### config.mk
export PLATFORM = sky130hd
export DESIGN_NAME = pic_dma_ctrl
export DESIGN_NICKNAME = d
export VERILOG_FILES = /design/src/rtl/vision_pkg.sv /design/src/rtl/pic_rr_arb2.sv /design/src/rtl/pic_dma_ctrl.sv
export SDC_FILE = /design/constraint.sdc
export NUM_CORES = 1
export LEC_CHECK = 0
export CORE_MARGIN = 2
export CORE_UTILIZATION = 45
export DETAILED_ROUTE_END_ITERATION = 7
export GPL_TIMING_DRIVEN = 0
export PLACE_DENSITY = 0.7
export SLEW_MARGIN = 0
export SYNTH_ARGS = -nofsm -noshare
export SYNTH_HDL_FRONTEND = slang
export SYNTH_HIERARCHICAL = 1
export SYNTH_SLANG_ARGS = --single-unit
### constraint.sdc
create_clock -name clk -period 2.1 [get_ports clk]
set_input_delay 0.21 -clock clk [delete_from_list [all_inputs] [get_ports clk]]
set_output_delay 0.21 -clock clk [all_outputs]
set_load 0.02 [all_outputs]
### src/rtl/vision_pkg.sv
// Shared vision-datapath types: DMA command encodings and requester ids.
package vision_pkg;

  typedef enum logic [1:0] {
    ST_IDLE = 2'b00,
    ST_WR   = 2'b01,
    ST_RD   = 2'b10,
    ST_DONE = 2'b11
  } dma_st_e;

  typedef enum logic {
    REQ_CAM = 1'b0,
    REQ_NN  = 1'b1
  } req_id_e;

  // Opposite requester; used for the round-robin tie break.
  function automatic req_id_e other_req(input req_id_e id);
    return (id == REQ_CAM) ? REQ_NN : REQ_CAM;
  endfunction

endpackage

### src/rtl/pic_rr_arb2.sv
// Combinational 2-way round-robin pick between camera and accelerator requests.
module pic_rr_arb2
  import vision_pkg::*;
(
  input  logic    cam_req,
  input  logic    nn_req,
  input  req_id_e last_gnt,
  output logic    gnt_vld,
  output req_id_e gnt_id
);

  always_comb begin
    gnt_vld = cam_req | nn_req;
    gnt_id  = REQ_CAM;
    if (cam_req && nn_req) gnt_id = other_req(last_gnt);
    else if (nn_req)       gnt_id = REQ_NN;
  end

endmodule

### src/rtl/pic_dma_ctrl.sv
// Picture-buffer DMA sequencer: arbitrates cam/nn frame transfers and counts beats.
// Optional two-bank ping-pong buffering enabled by defining PIC_DMA_CTRL_PINGPONG_EN.
module pic_dma_ctrl
  import vision_pkg::*;
#(
  parameter int FRAME_WORDS = 1024,
  parameter int CNT_W       = 10
) (
  input  logic             clk,
  input  logic             rst_n,
  input  logic             cam_req,
  input  logic             nn_req,
  input  logic             abort,
  output logic             cam_gnt,
  output logic             nn_gnt,
  output logic [1:0]       state,
  output logic [CNT_W-1:0] beat,
  output logic             done,
  output logic             aborted,
  output logic             bank
);

  localparam logic [CNT_W-1:0] LAST = CNT_W'(FRAME_WORDS - 1);

  dma_st_e st_q;
  req_id_e last_gnt;
  logic    frame_valid;
  logic    gnt_vld;
  req_id_e gnt_id;
  logic    in_xfer, xfer_end, cam_fin;

  // Reader may not start until a complete camera frame exists.
  pic_rr_arb2 u_arb (
    .cam_req  (cam_req),
    .nn_req   (nn_req & frame_valid),
    .last_gnt (last_gnt),
    .gnt_vld  (gnt_vld),
    .gnt_id   (gnt_id)
  );

  assign in_xfer  = (st_q == ST_WR) || (st_q == ST_RD);
  assign xfer_end = in_xfer && (abort || (beat == LAST));
  assign cam_fin  = (st_q == ST_WR) && !abort && (beat == LAST);
  assign state    = st_q;

  always_ff @(posedge clk or negedge rst_n) begin
    if (!rst_n) begin
      st_q        <= ST_IDLE;
      last_gnt    <= REQ_NN;
      frame_valid <= 1'b0;
      cam_gnt     <= 1'b0;
      nn_gnt      <= 1'b0;
      beat        <= '0;
      done        <= 1'b0;
      aborted     <= 1'b0;
    end else begin
      done    <= 1'b0;
      aborted <= 1'b0;
      unique case (st_q)
        ST_IDLE: begin
          if (gnt_vld) begin
            last_gnt <= gnt_id;
            beat     <= '0;
            if (gnt_id == REQ_CAM) begin
              st_q    <= ST_WR;
              cam_gnt <= 1'b1;
            end else begin
              st_q   <= ST_RD;
              nn_gnt <= 1'b1;
            end
          end
        end
        ST_WR, ST_RD: begin
          if (xfer_end) begin
            st_q    <= ST_DONE;
            done    <= 1'b1;
            aborted <= abort;
            cam_gnt <= 1'b0;
            nn_gnt  <= 1'b0;
            beat    <= '0;
            if (cam_fin) frame_valid <= 1'b1;
          end else begin
            beat <= beat + 1'b1;
          end
        end
        ST_DONE: st_q <= ST_IDLE;
        default: st_q <= ST_IDLE;
      endcase
    end
  end

`ifdef PIC_DMA_CTRL_PINGPONG_EN
  logic wr_bank, rd_bank, bank_q;

  // Completed write becomes the read bank; the camera moves to the other one.
  always_ff @(posedge clk or negedge rst_n) begin
    if (!rst_n) begin
      wr_bank <= 1'b0;
      rd_bank <= 1'b0;
      bank_q  <= 1'b0;
    end else begin
      if ((st_q == ST_IDLE) && gnt_vld)
        bank_q <= (gnt_id == REQ_CAM) ? wr_bank : rd_bank;
      else if (xfer_end)
        bank_q <= 1'b0;
      if (cam_fin) begin
        rd_bank <= wr_bank;
        wr_bank <= ~wr_bank;
      end
    end
  end

  assign bank = bank_q;
`else
  assign bank = 1'b0;
`endif

endmodule

==> results of run 1 <==
-- state kept, by name, indices dropped and copies added, names as in the netlist --
register and count:
frame_valid 1, aborted 1, last_gnt 1, cam_gnt 1
nn_gnt 1, beat 10, done 1, state 2
-- final timing paths --
path	end	start	cells past startpoint	slack (ns)
max	beat[9]$_DFFE_PN0P_	state[0]$_DFFE_PN0P_	6	0.25
min in group clk	frame_valid$_DFFE_PN0P_	frame_valid$_DFFE_PN0P_	1	0.47
min	state[0]$_DFFE_PN0P_	rst_n	1	0.37
max reg2reg	beat[9]$_DFFE_PN0P_	state[0]$_DFFE_PN0P_	6	0.25
max in group asynchronous	beat[3]$_DFFE_PN0P_	rst_n	1	1.24
min reg2reg	frame_valid$_DFFE_PN0P_	frame_valid$_DFFE_PN0P_	1	0.47
-- cells by family after synthesis --
logic type | after synthesis
mux | 4
simple gates | 37
compound gates | 18
xor+xnor | 6
fa+ha+maj | 4
flops | 18
buf+inv | 7
other cells | 1
-- cells in the mapped netlist, types with 2 or more instances --
master	number
dfrtp_1	17
nand2_1	9
nor2_1	9
o21ai_0	7
xnor2_1	6
inv_1	5
ha_1	4
mux2i_1	3
nand2b_1	3
nand3_1	3
o21ai_1	3
and2_1	2
nor3_1	2
nor3b_1	2
-- area by class of cell --
type / count / area [um^2]
plain buffers: 2 / 18.8
inverters: 5 / 18.8
clock buffers: 4 / 26.3
fillers: 171 / 763
flip-flops and latches: 18 / 452
multi-input cells: 70 / 469
repair buffers: 20 / 200
well taps: 27 / 33.8
-- cell usage in the layout (no fill, tap or decap), drive strengths merged, types with 2 or more instances in the layout --
cell            n
clkdlybuf4s50  20
o21ai          10
ha              4
buf             2
clkbuf          4
nor3b           2
dfrtp          17
and4            2
mux2i           4
xnor2           6
and2            2
inv             5
nand2b          3
nor3            2
nor2            9
nand3           3
a21o            2
nand2           9
a31oi           2
-- metal layers --
metal  GRT usage, %  routed length [um]
met5              0                   0
met4           8.80                  55
met3           2.68                  79
met2           25.7                 758
met1           25.4                 948
-- power by group --
part	internal [mW]	switching (mW)	leakage, nW
Clock	0.0740	0.108	0.0150
Combinational	0.361	0.484	0.282
Sequential	0.426	0.0465	0.236
==> impl_metrics.csv, run 1 <==
group,metric,value,unit
power_and_ir_drop,p_leak,0.533,nW
placement,io_buffers,20,
synth,synth_top_family_by_area,"simple AND/OR/NAND/NOR gates",
critical_path,cp_cell_sequence,"inv_1 -> ha_1 -> mux2i_2 -> and4bb_2 -> xnor2_1 -> nor2_1",
critical_path,cp.required,2.28,ns
grt,grt_overflow,0,
synth,synth_ff_type,"dfrtp_1",
grt,grt_pass1_wl,3440,um
sta,tightest_slew,0.797,ns
synth,ys_ff_latch,18,
grt,grt_pass1_vias,782,
grt,grt.total_usage,17.6,%
synth,synth_edf_count,0,
clock_network,htreeDepth,1,
route,dr.pass1.iters,4,
route,viasPerCell,5.23,
sta,setup_slack,0.252,ns
sta,fin_crit_sh,88.0,%
sta,setup_viol_count_final,0,
route,drc,0,
sta,tns,0,ns
clock_network,cts_buffers,3,
layout,drive_above_1_share,9.24,%
synth,synth_largest_area_cell,"dfrtp_1",
die,chipHeight,50.2,um
synth,syn_inst,95,
synth,yosysSeqAreaShare,47.1,%
route,drtIter0Drc,5,
critical_path,endpoint_kind,"flop",
power_and_ir_drop,power.density,1230,mW/mm^2
clock_network,ctsResizeCount,0,
synth,synthMuxAreaShare,4.57,%
layout,final_cell_area,0.00122,mm^2
placement,pre_cts_ws,0.104,ns
critical_path,cp_max_fo,9,
clock_network,cts_tree,"built",
hold_path,hold_class,"in -> async",
die,core-area,0.00198,mm^2
synth,synth_fa_ha_area_share,5.22,%
clock_network,hold_buffers,0,
clock_network,cts_setup_buffers,0,
sta,rsz0062_at_grt,"false",
clock_network,clock_sinks,18,
layout,utilization,61.5,%
route,via_count,763,
critical_path,max_stage_delay,0.42,ns
route,ant_nets,0,
critical_path,start_kind,"flop",
route,drt-total-wl,1840,um
sta,hold_slack,0.369,ns
sta,finalMaxSlewViolations,0,
grt,grt_max_degree,19,
flow_run,maxCapViolCount,0,
layout,finalNetCount,129,
layout,antenna_cells,0,
die,start_util,48.4,%
sta,fin_crit,1.85,ns
critical_path,crit_arrival,2.02,ns
sta,clock_skew,0.00175,ns
placement,gp_congestion,0.737,
synth,synth_xor_xnor_area_share,5.48,%
synth,synth_top_cell_area_share,44.4,%
power_and_ir_drop,ir_drop,1.04,mV
die,die_w,50.2,um
critical_path,crit_type,"reg -> reg",
die,dieArea,0.00252,mm^2
synth,synth_top_cells_by_area,"dfrtp_1 44%, xnor2_1 5.5%, ha_1 5.2%",
outcome,status,"finished, final reports clean",
placement,placed_area,0.00119,mm^2
critical_path,path_delay_family,"adder cells",
layout,layout.cells.non_filler,146,
route,wl_per_cell,12.6,um
synth,synth-compound-area-share,12.9,%
critical_path,crit_buf_inv,1,
synth,yosys.area_share.simple,20.4,%
grt,antenna_found_initial,0,
synth,syn_avg_cell_area,10.1,um^2
clock_network,clk_latency,0.29,ns
power_and_ir_drop,power,1.50,mW
synth,yosysUniqueCellTypes,34,
clock_network,clock-root-buffer,"clkbuf_4",
critical_path,slowest_stage,"ha_1",
synth,syn-cell-area,958,um^2
clock_network,path_clk_slew,0.10,ns
sta,max-slew-margin-rel,46.7,%
sta,fmaxAchievable,541,MHz
layout,syn2layout_area_growth,27.2,%
synth,ys_warn_count,6,
placement,dp_cells,142,
die,io_pins,22,
sta,finalHoldViolations,0,
clock_network,cts_buffer_depth,2,
placement,place_hpwl,1360,um
die,rows,16,
synth,async_flop_share,100,%
synth,synth_nets,104,
(Power assumes the default switching activity.)
==> run 2, diff against run 1 <==
--- a/config.mk
+++ b/config.mk
@@ -7,7 +7,9 @@
 export LEC_CHECK = 0
 export CORE_MARGIN = 2
 export CORE_UTILIZATION = 45
+export CTS_BUF_LIST = sky130_fd_sc_hd__clkbuf_4 sky130_fd_sc_hd__clkbuf_8 sky130_fd_sc_hd__clkbuf_16
 export DETAILED_ROUTE_END_ITERATION = 7
+export GPL_ROUTABILITY_DRIVEN = 0
 export GPL_TIMING_DRIVEN = 0
 export PLACE_DENSITY = 0.7
 export SLEW_MARGIN = 0
==> impl_metrics.csv, run 2 (synthesized netlist as in run 1, its figures left out) <==
group,metric,value,unit
outcome,status,"finished, final reports clean",
critical_path,cp_cell_sequence,"inv_1 -> ha_1 -> mux2i_2 -> and4bb_2 -> xnor2_1 -> nor2_1",
route,drc,0,
layout,largest_reg_flops,10,
layout,finalNetCount,129,
critical_path,max_stage_delay,0.42,ns
power_and_ir_drop,p_leak,0.536,nW
critical_path,cp.required,2.27,ns
clock_network,htreeDepth,1,
layout,utilization,61.7,%
route,drt-total-wl,1880,um
critical_path,slowest_stage,"ha_1",
clock_network,clock_sinks,18,
die,dieArea,0.00252,mm^2
critical_path,cp_max_fo,9,
placement,place_hpwl,1360,um
critical_path,crit_arrival,2.03,ns
sta,fmaxAchievable,539,MHz
clock_network,cts_buffers,3,
clock_network,path_clk_slew,0.10,ns
die,chipHeight,50.2,um
die,core-area,0.00198,mm^2
layout,final_common_cell,"clkdlybuf4s50_1",
clock_network,cts_buffer_depth,2,
sta,clock_skew,0.000692,ns
route,drtIter0Drc,21,
die,io_pins,22,
layout,fill_cells,171,
sta,setup_viol_count_final,0,
die,rows,16,
clock_network,clk_latency,0.29,ns
power_and_ir_drop,power,1.51,mW
route,viasPerCell,5.21,
grt,grt_pass1_wl,3530,um
grt,grt_pass1_vias,780,
clock_network,ctsResizeCount,0,
clock_network,cts_setup_buffers,0,
layout,antenna_cells,0,
placement,dp_cells,142,
die,start_util,48.4,%
flow_run,maxCapViolCount,0,
sta,rsz0062_at_grt,"false",
grt,grt.total_usage,18.4,%
sta,tns,0,ns
placement,io_buffers,20,
grt,grt_overflow,0,
critical_path,crit_type,"reg -> reg",
layout,drive_above_1_share,10.1,%
grt,antenna_found_initial,0,
layout,layout.cells.non_filler,146,
layout,syn2layout_area_growth,27.5,%
power_and_ir_drop,power.density,1230,mW/mm^2
layout,top_register,"beat",
critical_path,start_kind,"flop",
sta,fin_crit,1.85,ns
critical_path,path_delay_family,"adder cells",
clock_network,hold_buffers,0,
sta,setup_slack,0.246,ns
critical_path,crit_buf_inv,1,
route,dr.pass1.iters,4,
die,die_w,50.2,um
route,wl_per_cell,12.9,um
layout,final_cell_mix,"20 x clkdlybuf4s50_1, 17 x dfrtp_1, 9 x nor2_1, 9 x nand2_1, 7 x o21ai_0",
clock_network,clock-root-buffer,"clkbuf_4",
grt,grt_max_degree,19,
clock_network,cts_tree,"built",
sta,tightest_slew,0.785,ns
power_and_ir_drop,ir_drop,1.04,mV
critical_path,endpoint_kind,"flop",
sta,finalHoldViolations,0,
placement,pre_cts_ws,0.104,ns
sta,max-slew-margin-rel,47.5,%
sta,finalMaxSlewViolations,0,
hold_path,hold_class,"in -> async",
route,via_count,760,
route,ant_nets,0,
sta,fin_crit_sh,88.3,%
[run 2: cell type report]
type	count	area [um^2]	share of cell area [%]
clock buffer	4	30.0	2.46
buffer	2	18.8	1.54
multi-input combinational	70	469	38.4
tap	27	33.8	2.76
sequential	18	452	36.9
inverter	5	18.8	1.54
timing repair buffer	20	200	16.4
[run 2: worst reg2reg max path, cell delays in order (launching register included)]
cell and delay (ns):
dfrtp_1 0.38, inv_1 0.08, ha_1 0.42, mux2i_2 0.38, and4bb_2 0.29, xnor2_1 0.13
nor2_1 0.06
[run 2: power by group]
part | switching, mW | internal (mW)
Sequential | 0.0464 | 0.426
Combinational | 0.483 | 0.361
Clock | 0.106 | 0.0868
[run 2: worst paths after layout]
kind | startpoint | end | slack [ns] | cells after the start
setup / recovery | state[0]$_DFFE_PN0P_ | beat[9]$_DFFE_PN0P_ | 0.25 | 6
hold / removal | rst_n | state[0]$_DFFE_PN0P_ | 0.37 | 1
setup reg to reg | state[0]$_DFFE_PN0P_ | beat[9]$_DFFE_PN0P_ | 0.25 | 6
hold reg to reg | frame_valid$_DFFE_PN0P_ | frame_valid$_DFFE_PN0P_ | 0.47 | 1
max in group asynchronous | rst_n | beat[3]$_DFFE_PN0P_ | 1.25 | 1
min in group clk | frame_valid$_DFFE_PN0P_ | frame_valid$_DFFE_PN0P_ | 0.47 | 1
[run 2: metal layers]
layer  wire, um  global-route usage (%)  up-vias
li1           -                       -      376
met1        939                    26.6      356
met2        816                    27.0       24
met3         87                    2.68        4
met4         34                    8.80        0
met5          0                       0        -
[run 2: through the flow]
stage,hold WS [ns],area [um^2]
6_report,0.367,1220
5_1_grt,0.431,1220
4_1_cts,0.399,1220
3_5_place_dp,0.451,1190
3_3_place_gp,0.444,1190
2_1_floorplan,-0.0856,958
==> run 3, diff against run 2 <==
--- a/config.mk
+++ b/config.mk
@@ -10,7 +10,6 @@
 export CTS_BUF_LIST = sky130_fd_sc_hd__clkbuf_4 sky130_fd_sc_hd__clkbuf_8 sky130_fd_sc_hd__clkbuf_16
 export DETAILED_ROUTE_END_ITERATION = 7
 export GPL_ROUTABILITY_DRIVEN = 0
-export GPL_TIMING_DRIVEN = 0
 export PLACE_DENSITY = 0.7
 export SLEW_MARGIN = 0
 export SYNTH_ARGS = -nofsm -noshare
==> impl_metrics.csv, run 3 (synthesized netlist as in run 1, its figures left out) <==
group,metric,value,unit
route,drt-total-wl,1820,um
sta,fin_crit_sh,88.4,%
grt,grt.total_usage,16.9,%
route,drc,0,
clock_network,cts_buffer_depth,2,
layout,final_common_cell,"clkdlybuf4s50_1",
critical_path,reg2reg_to,"beat[5]$_DFFE_PN0P_",
critical_path,cp.required,2.28,ns
route,dr.pass1.iters,4,
route,via_count,752,
clock_network,cts_tree,"built",
layout,largest_reg_flops,10,
flow_run,maxCapViolCount,0,
critical_path,crit_buf_inv,2,
sta,fmaxAchievable,539,MHz
grt,grt_overflow,0,
grt,antenna_found_initial,0,
route,viasPerCell,5.15,
power_and_ir_drop,ir_drop,0.886,mV
grt,met2_usage,22.4,%
layout,drive_above_1_share,10.1,%
sta,finalMaxSlewViolations,0,
route,wl_per_cell,12.5,um
die,core-area,0.00198,mm^2
hold_path,hold_class,"in -> async",
layout,antenna_cells,0,
critical_path,slowest_stage,"ha_1",
layout,syn2layout_area_growth,27.2,%
critical_path,max_stage_delay,0.45,ns
route,ant_nets,0,
die,dieArea,0.00252,mm^2
outcome,status,"finished, final reports clean",
die,rows,16,
clock_network,hold_buffers,0,
critical_path,crit_arrival,2.03,ns
grt,met3_usage,3.57,%
placement,place_hpwl,1350,um
critical_path,start_kind,"flop",
grt,grt_busiest_layer,"met1",
layout,utilization,61.5,%
layout,top_register,"beat",
grt,grt_max_degree,19,
clock_network,clk_latency,0.30,ns
clock_network,htreeDepth,1,
sta,finalHoldViolations,0,
critical_path,crit_type,"reg -> reg",
die,start_util,48.4,%
grt,use_met1,25.0,%
placement,placed_area,0.00119,mm^2
clock_network,ctsResizeCount,0,
critical_path,ff2ff_path_depth,6,
sta,fin_crit,1.86,ns
critical_path,worst_path_most_repeated_cell,"nor2_1",
critical_path,cp_max_fo,13,
layout,finalNetCount,129,
critical_path,reg2reg_slack,0.24,ns
critical_path,rr_startpoint,"state[0]$_DFFE_PN0P_",
sta,hold_slack,0.231,ns
clock_network,clock_sinks,18,
sta,tns,0,ns
clock_network,clock-root-buffer,"clkbuf_4",
die,chipHeight,50.2,um
layout,final_cell_area,0.00122,mm^2
power_and_ir_drop,p_leak,0.535,nW
critical_path,path_delay_family,"simple AND/OR/NAND/NOR gates",
clock_network,cts_setup_buffers,0,
die,die_w,50.2,um
grt,grt_pass1_wl,3150,um
clock_network,cts_buffers,3,
critical_path,endpoint_kind,"flop",
route,drtIter0Drc,8,
layout,final_cell_mix,"20 x clkdlybuf4s50_1, 17 x dfrtp_1, 9 x nor2_1, 9 x nand2_1, 7 x o21ai_0",
sta,clock_skew,0.0121,ns
placement,pre_cts_ws,0.194,ns
critical_path,cp_cell_sequence,"inv_1 -> ha_1 -> mux2i_2 -> buf_4 -> nor2_1 -> nor2_1",
sta,setup_slack,0.244,ns
placement,io_buffers,20,
power_and_ir_drop,power.density,1220,mW/mm^2
die,io_pins,22,
sta,rsz0062_at_grt,"false",
grt,grt_pass1_vias,676,
sta,setup_viol_count_final,0,
clock_network,path_clk_slew,0.11,ns
==> run 3: cell counts in the layout (fill, tap and decap cells not counted) <==
Identical to the previous run, type by type.
==> run 3: how the worst max path moves through the flow <==
stage | start | end | cells after the start
finish | state[0]$_DFFE_PN0P_ | beat[5]$_DFFE_PN0P_ | 6
global route | state[0]$_DFFE_PN0P_ | beat[9]$_DFFE_PN0P_ | 6
CTS | state[0]$_DFFE_PN0P_ | beat[5]$_DFFE_PN0P_ | 7
detailed placement | nn_req | beat[5]$_DFFE_PN0P_ | 8
global placement | nn_req | beat[7]$_DFFE_PN0P_ | 8
floorplan | state[0]$_DFFE_PN0P_ | beat[9]$_DFFE_PN0P_ | 6
==> run 3: layout make-up <==
type	instances	area, um^2
Clock buffer	4	30.0
Fill cell	149	763
Inverter	5	18.8
Multi-Input combinational cell	70	469
Sequential cell	18	452
Tap cell	27	33.8
Timing Repair Buffer	22	215
==> run 3: per-stage QoR <==
step                      instances  total power, mW
after detailed placement        142             1.30
after CTS                       146             1.50
after global placement          142             1.29
after floorplan                  95             1.05
after global routing            146             1.61
final                           146             1.49
==> run 3: layer usage <==
metal | vias to the layer above | wire (um)
met5 | - | 0
met4 | 0 | 45
met3 | 4 | 101
met2 | 23 | 787
met1 | 354 | 885
li1 | 371 | -
==> run 3: power breakdown <==
group / switching, mW / leakage [nW] / total (mW) / internal, mW
logic: 0.475 / 0.281 / 0.823 / 0.348
clock network: 0.106 / 0.0184 / 0.193 / 0.0868
registers: 0.0459 / 0.236 / 0.472 / 0.426
total: 0.627 / 0.535 / 1.49 / 0.860
